**config.mk**
```make
export PLATFORM = sky130hd
export DESIGN_NAME = sprdma
export DESIGN_NICKNAME = d
export VERILOG_FILES = /design/src/rtl/sprdma.sv
export SDC_FILE = /design/constraint.sdc
export NUM_CORES = 1
export LEC_CHECK = 0
export ABC_CLOCK_PERIOD_IN_PS = 12600
export CORE_MARGIN = 1
export CORE_UTILIZATION = 46
export CTS_BUF_LIST = sky130_fd_sc_hd__clkbuf_8
export CTS_CLUSTER_SIZE = 30
export DETAILED_ROUTE_END_ITERATION = 16
export PLACE_DENSITY = 0.6
export SKIP_CTS_REPAIR_TIMING = 1
export SYNTH_ARGS = -nofsm -noshare
export SYNTH_HDL_FRONTEND = slang
export SYNTH_SLANG_ARGS = --single-unit
```
**constraint.sdc**
```tcl
create_clock -name clk -period 12.6 [get_ports clk]
set_clock_uncertainty 0.1 [all_clocks]
set_input_delay 2.52 -clock clk [delete_from_list [all_inputs] [get_ports clk]]
set_output_delay 2.52 -clock clk [all_outputs]
set_load 0.03 [all_outputs]
```
**src/rtl/sprdma.sv**
```systemverilog
// Sprite DMA sequencer: eight sprites, two fixed fetch slots each per line,
// with register snooping of position/control words and CPU pointer writes.
module sprdma #(
  parameter logic [8:0] VBEND    = 9'd25,
  parameter logic [8:0] SLOTBASE = 9'd42
) (
  input  logic        clk,
  input  logic        reset,
  input  logic        spren,
  input  logic [8:0]  horbeam,
  input  logic [8:0]  verbeam,
  input  logic [7:0]  reg_address_in,
  input  logic [15:0] data_in,
  output logic        dma,
  output logic [19:0] address_out,
  output logic [7:0]  reg_address_out
);

  typedef enum logic [1:0] {IDLE, FETCHCTL, WAIT, DATA} state_t;
  typedef enum logic [1:0] {K_POS, K_CTL, K_DATA, K_DATB} kind_t;

  state_t      state_q  [8];
  state_t      state_d  [8];
  logic [19:0] ptr_q    [8];
  logic [19:0] ptr_d    [8];
  logic [8:0]  vstart_q [8];
  logic [8:0]  vstart_d [8];
  logic [8:0]  vstop_q  [8];
  logic [8:0]  vstop_d  [8];

  logic [8:0] hoff;
  logic       slot_hit;
  logic       slot_b;
  logic [2:0] sn;
  logic       fetch;
  kind_t      kind;
  state_t     nxt;

  assign hoff     = horbeam - SLOTBASE;
  assign slot_hit = (hoff < 9'd64) && (hoff[1:0] == 2'b00);
  assign slot_b   = hoff[2];
  assign sn       = hoff[5:3];

  // Refetch of POS/CTL (zero height or end of sprite) passes through FETCHCTL
  // so slot B picks up CTL; the sprite is back in WAIT once slot B is done.
  always_comb begin
    fetch = 1'b0;
    kind  = K_POS;
    nxt   = state_q[sn];
    if (slot_hit && spren && !reset) begin
      unique case (state_q[sn])
        IDLE: if (!slot_b && verbeam == VBEND) begin
          fetch = 1'b1; kind = K_POS; nxt = FETCHCTL;
        end
        FETCHCTL: if (slot_b) begin
          fetch = 1'b1; kind = K_CTL; nxt = WAIT;
        end
        WAIT: if (!slot_b && verbeam == vstart_q[sn]) begin
          fetch = 1'b1;
          if (vstart_q[sn] == vstop_q[sn]) begin
            kind = K_POS; nxt = FETCHCTL;
          end else begin
            kind = K_DATA; nxt = DATA;
          end
        end
        DATA: begin
          fetch = 1'b1;
          if (slot_b) begin
            kind = K_DATB;
          end else if (verbeam == vstop_q[sn]) begin
            kind = K_POS; nxt = FETCHCTL;
          end else begin
            kind = K_DATA;
          end
        end
        default: ;
      endcase
    end
  end

  assign dma             = fetch;
  assign address_out     = fetch ? ptr_q[sn] : '0;
  assign reg_address_out = fetch ? {3'b101, sn, kind} : 8'hFF;

  logic [7:0] snoop_addr;
  logic       snoop_spr;
  logic       ptr_wr;

  assign snoop_addr = dma ? reg_address_out : reg_address_in;
  assign snoop_spr  = (snoop_addr[7:5] == 3'b101);
  assign ptr_wr     = (reg_address_in[7:4] == 4'h9);

  always_comb begin
    for (int unsigned i = 0; i < 8; i++) begin
      state_d[i]  = state_q[i];
      ptr_d[i]    = ptr_q[i];
      vstart_d[i] = vstart_q[i];
      vstop_d[i]  = vstop_q[i];

      if (fetch && sn == i[2:0]) begin
        state_d[i] = nxt;
        ptr_d[i]   = ptr_q[i] + 20'd1;
      end

      // A CPU pointer write replaces the incremented value outright.
      if (ptr_wr && reg_address_in[3:1] == i[2:0]) begin
        ptr_d[i] = ptr_q[i];
        if (!reg_address_in[0]) ptr_d[i][19:15] = data_in[4:0];
        else                    ptr_d[i][14:0]  = data_in[15:1];
      end

      if (snoop_spr && snoop_addr[4:2] == i[2:0]) begin
        if (snoop_addr[1:0] == 2'd0) begin
          vstart_d[i][7:0] = data_in[15:8];
        end else if (snoop_addr[1:0] == 2'd1) begin
          vstop_d[i][7:0] = data_in[15:8];
          vstart_d[i][8]  = data_in[2];
          vstop_d[i][8]   = data_in[1];
          if (!dma && state_q[i] == DATA) state_d[i] = WAIT;
        end
      end

      if (horbeam == 9'd0 && verbeam == 9'd0) state_d[i] = IDLE;
    end
  end

  always_ff @(posedge clk) begin
    for (int unsigned i = 0; i < 8; i++) begin
      if (reset) begin
        state_q[i]  <= IDLE;
        ptr_q[i]    <= '0;
        vstart_q[i] <= '0;
        vstop_q[i]  <= '0;
      end else begin
        state_q[i]  <= state_d[i];
        ptr_q[i]    <= ptr_d[i];
        vstart_q[i] <= vstart_d[i];
        vstop_q[i]  <= vstop_d[i];
      end
    end
  end

endmodule

```
### Word-level counts from Yosys, hierarchy flattened

Memory sizes are Yosys's and may differ from the RTL's.
Cells that the tools add are included.

* reduce and logical (&&, ||, !) cells: 65
* muxes and demuxes: 202
* bitwise logic cells: 40
* multiply operators: 0
* shift operators: 0
* order comparisons: 1
* $add $sub $neg: 9
* equal/unequal tests: 79
* divide/modulo/power cells: 0

Operator list (number)
* $mux W20: 25
* $mux W9: 40
* $add A20 B1 Y20 const B: 8
* $mux W2: 68
* $mux W8: 17
* $mux W15: 8
* $mux W5: 8
* $or A1 B1 Y1: 40
* $eq A3 B3 Y1 const B: 13
* $logic_and A1 B1 Y1: 38
* $mux W1: 32
* $ne A2 B2 Y1 const B: 16
* $reduce_and A4 Y1: 8
* $eq A9 B9 Y1: 3
* $ne A3 B3 Y1 const B: 8
* $reduce_and A3 Y1: 8
* $eq A2 B2 Y1 const B: 10
* $eq A3 B2 Y1 const B: 6
* $logic_not A9 Y1: 2
* $ne A1 B1 Y1 const B: 16
* $pmux W2 S4: 2
* $eq A3 B1 Y1 const B: 3
* $eq A9 B5 Y1 const B: 1
* $logic_not A3 Y1: 3
* other kinds (8): 13

* memories: 4
* logic and storage cells: 400
* flip-flop bits (word level): 0
* latch bits: 0
* ROM bits: 0
* bits of input ports: 45
* output and inout bits: 29
* memory bits (writable): 320

Memories
* ptr_q: words 8, width 20, read ports 9, clocked after Yosys merged registers in 0, wr ports 8, line 24 `logic [19:0] ptr_q [8];`
* vstart_q: words 8, width 9, read ports 1, clocked after Yosys merged registers in 0, wr ports 8, line 26 `logic [8:0] vstart_q [8];`
* vstop_q: words 8, width 9, read ports 1, clocked after Yosys merged registers in 0, wr ports 8, line 28 `logic [8:0] vstop_q [8];`
* state_q: words 8, width 2, read ports 9, clocked after Yosys merged registers in 0, wr ports 8, line 22 `state_t state_q [8];`

### Logic depth before layout (Yosys ltp)

An unclocked memory read counts as a cell.

* depth in word-level cells: 15
* gate-level depth with buffers: 20
* gate-level depth less buffers: 14

### Worst setup path after synthesis

No wires, ideal clock.

* path kind: input -> output
* start point: input port horbeam[1]
* end point: output port address_out[10]
* slack: 3.346 ns
* arrival time: 6.634 ns
* data required time: 9.980 ns
* cell stages on the path: 16
* buffers on the path: 6
* cell sequence: buf_2 inv_1 ha_1 buf_2 xnor2_1 buf_2 mux4_2 a221o_1 nand2_1 o2111ai_1 nor4_4 o211ai_4 buf_2 buf_2 buf_1 a21oi_1

* cells in the longest elaborated chain, start to end: 8
* elaborated cells between the ends (all ways): 23
* classes of those cells: add/sub: 1; order compare: 1; eq/ne: 4; mux: 6; reduce/logical: 8; memory: 3

RTL lines
* from (decl): line 10 `input logic [8:0] horbeam,`
* $sub A9 B6 Y9 *: line 39 `assign hoff = horbeam - SLOTBASE;`
* $mem_v2 Z8 W9
* $eq A9 B9 Y1: line 58 `WAIT: if (!slot_b && verbeam == vstart_q[sn]) begin`
* $logic_and A1 B1 Y1: line 58
* $mux W1: line 58
* $pmux W1 S4: line 51 `unique case (state_q[sn])`
* $mux W1: line 50 `if (slot_hit && spren && !reset) begin`
* $mux W20 *: line 82 `assign address_out = fetch ? ptr_q[sn] : '0;`
* to (decl): line 15 `output logic [19:0] address_out,`

Every way passes the cells marked *; elsewhere a longest branch is shown, timed or not.

### Worst setup path after layout

* start point: input port horbeam[1]
* end point: output port reg_address_out[4]

* cells in the longest elaborated chain, start to end: 8
* elaborated cells between the ends (all ways): 22
* classes of those cells: add/sub: 1; order compare: 1; eq/ne: 4; mux: 6; reduce/logical: 8; memory: 2

RTL lines
* $sub A9 B6 Y9 *: line 39
* $mem_v2 Z8 W9
* $eq A9 B9 Y1: line 58
* $logic_and A1 B1 Y1: line 58
* $mux W1: line 58
* $pmux W1 S4: line 51
* $mux W1: line 50
* $mux W7 *: line 83 `assign reg_address_out = fetch ? {3'b101, sn, kind} : 8'hFF;`
* to (decl): line 16 `output logic [7:0] reg_address_out`

Marked as above.

==> results.yml <==
sta:
  setup_viol: 0
  rsz0062_at_grt: "no"
  hold_violations: 0
  drv_slew: 0
  whs_ns: 0.397
  relSlewSlack_pct: 16.8
  final.setup.tns_ns: 0
  clock.fmax_ghz: 0.0894
  finalCritPeriodShare_pct: 88.8
  fin_ws_ns: 1.41
  period_needed_ns: 11.19
  max_slew.worst_pin.slew_ns: 1.24
hold_path:
  whs_endpoint: "ptr_q[0][19]"
  min_path_cells: 2
  hold_start: "ptr_q[0][19]"
  hp-class: "register to register"
logic_synthesis:
  synth_edf_count: 144
  netlist_area_sq_um: 19800
  yosys-top-cells-count: "268 x nor2_1, 263 x nand2_1, 184 x a21oi_1, 176 x dfxtp_1, 144 x edfxtp_1"
  yosysTopAreaCell: "edfxtp_1"
  ys_async_sr_fraction_pct: 0
  yosysSeqAreaShare_pct: 39.7
  syn_avg_cell_area_sq_um: 8.56
  ys_ff_latch: 320
  synth_top_area_share_pct: 21.9
  netlist_instances: 2312
  synth_most_common_cell: "nor2_1"
  yosys-top-cells-area: "edfxtp_1 22%, dfxtp_1 18%, mux4_2 5.7%, nor2_1 5.1%, nand2_1 5.0%"
  ys_warn_count: 0
  ys.flop_type: "dfxtp_1"
  yosysUniqueCellTypes: 93
grt:
  gr-total-overflow: 0
  grt_usage_pct: 33.9
  grt_pass1_wl_microns: 113000
  grt_max_degree: 67
  antenna_found_initial: 2
  grt_pass1_vias: 17900
pwr:
  power_mw: 2.39
  leakage_nw: 7.02
  p_sw_mw: 0.686
  clockPowerShare_pct: 40.0
  p_seq_share_pct: 47.2
  pwr-share-comb_pct: 12.8
  p_sw_share_pct: 28.7
  powerDensity_nw_per_um2: 109
  peakVddDrop_mv: 0.0763
  p_int_mw: 1.71
detailed_routing:
  drt_iter0_markers: 2184
  wl_microns: 74700
  wire_per_inst_microns: 25.8
  avgViaCountPerCell: 6.66
  ant_nets: 0
  drc: 0
  vias: 19300
  firstDrtPassIters: 5
clock_tree:
  cts_tree: "built"
  clock_sink_count: 320
  clk_pin_slew_worst_paths_ns: 0.06
  clkLatencyLatePin_ns: 0.69
  clockBufferDepth: 3
  htreeDepth: 2
  cts_inserted_buffers: 56
  cts-root-buf: "clkbuf_8"
critical_path:
  r2r-end: "vstop_q[1][8]"
  path_max_fanout: 39
  start_kind: "input pin"
  cpPeakStageDelay_ns: 0.79
  cp.required_ns: 9.98
  r2r_slack_ns: 7.15
  critPathArrivalTime_ns: 8.57
  rr_worst_depth: 13
  critPathTopFamily: "buffers and inverters"
  reg2reg_from: "vstart_q[7][8]"
  cp_slowest_cell: "ha_1"
  crit_type: "input pin to output port"
  end_kind: "output port"
  worst-path-buf-inv: 5
  path_cells: "clkdlybuf4s50_1 -> inv_1 -> ha_1 -> nor2b_1 -> o21ai_1 -> nand2_2 -> buf_4 -> a221o_1 -> o22a_1 -> a21oi_1 -> nand2_1 -> o211ai_4 -> inv_2 -> nand2_1 -> clkdlybuf4s50_1"
die:
  die-height_microns: 209
  initial_core_util_pct: 46.9
  core_sq_um: 42200
  ios: 74
  rows: 75
  dieArea_sq_um: 43800
  die_w_microns: 209
placement:
  pre_cts_ws_ns: 1.53
  dp_hpwl_microns: 53800
  postPlaceCellArea_sq_um: 20900
  gp_congestion: 0.993
  io_buffers: 71
status:
  status: "finished, final reports clean"
final_layout:
  area_growth_pct: 10.9
  final_area_sq_um: 21900
  nets: 2363
  fillers: 4010
  drive_gt1_share_pct: 10.3
job:
  max_cap_viol_count: 0
==> per-layer routing <==
metal	track usage, %	vias up	share of wire (%)
met5	0	-	0
met4	12.4	0	3.3
met3	6.39	147	8.8
met2	50.1	981	43
met1	49.2	9468	45
li1	-	8671	-
==> sequential cells by signal (all words and copies together), names as in the netlist <==
name	cells
ptr_q	160
vstop_q	72
vstart_q	72
state_q	16
==> worst reg2reg max path, stage by stage, from the launching register on <==
cell      delay (ns)
edfxtp_1        0.44
o31ai_1         0.21
a211oi_1        0.13
a22oi_1         0.31
o32ai_1         0.17
a221oi_4        0.34
xnor2_1         0.21
nor4_4          0.57
o211ai_4        0.32
buf_4           0.37
nor3_1          0.98
o21ai_0         0.19
buf_4           0.25
nand2b_1        0.48
==> cell families after synthesis <==
logic type | after synthesis | synth area share [%]
muxes | 104 | 8.48
other | 1 | 0.0190
and+or+nand+nor | 1008 | 24.4
buffers and inverters | 219 | 4.43
xor gates and xnor gates | 50 | 2.25
adders and majority gates | 9 | 0.569
DFF | 320 | 39.7
AOI/OAI and AO/OA | 601 | 20.2
==> power by group through the flow <==
stage               Clock (mW)  Combinational [mW]  Sequential, mW
floorplan                    0               0.200            1.14
global placement             0               0.297            1.15
detailed placement           0               0.299            1.15
CTS                      0.964               0.300            1.13
global route              1.01               0.323            1.13
finish                   0.956               0.306            1.13
==> worst max-delay path by stage <==
stage          depth (start not counted)  slack, ns            endpoint       start
2_1_floorplan                         16       3.35     address_out[10]  horbeam[1]
4_1_cts                               16       1.49  reg_address_out[2]  horbeam[1]
5_1_grt                               16       0.99  reg_address_out[2]  horbeam[1]
6_report                              15       1.41  reg_address_out[4]  horbeam[1]
3_3_place_gp                          16       1.71  reg_address_out[2]  horbeam[1]
3_5_place_dp                          16       1.53  reg_address_out[2]  horbeam[1]
==> stage by stage <==
stage / util, % / cells
finish: 52.0 / 2893
global route: 52.0 / 2893
CTS: 52.0 / 2892
detailed placement: 49.4 / 2790
global placement: 49.4 / 2790
floorplan: - / 2313
==> area by class of cell <==
| cell class | instances | area (sq um) | area share (%) |
|---|---|---|---|
| clock buffer | 66 | 908 | 4.14 |
| multi-input combinational | 1774 | 11100 | 50.7 |
| sequential | 320 | 7850 | 35.8 |
| tap | 539 | 674 | 3.07 |
| antenna | 1 | 2.50 | 0.0114 |
| timing repair buffer | 118 | 1060 | 4.83 |
| inverter | 39 | 146 | 0.667 |
| clock inverter | 36 | 175 | 0.798 |
==> placed cells by master, fill, tap and decap left out, types with 17 or more instances in the layout <==
cell type,n
buf_4,48
nand4_1,23
nor3_1,121
a31oi_1,29
nand3_1,103
xor2_1,19
o211ai_1,94
a21oi_1,184
nor2_1,264
edfxtp_1,144
mux4_2,50
and3_1,33
or3_1,38
clkdlybuf4s50_1,70
o21ai_0,93
or2_2,22
xnor2_1,28
nand2b_1,37
clkbuf_8,66
dfxtp_1,176
nor4_1,23
o22ai_1,17
mux2i_1,45
nand2_1,261
inv_1,65
Note: power is estimated with default switching activity, not from simulation.
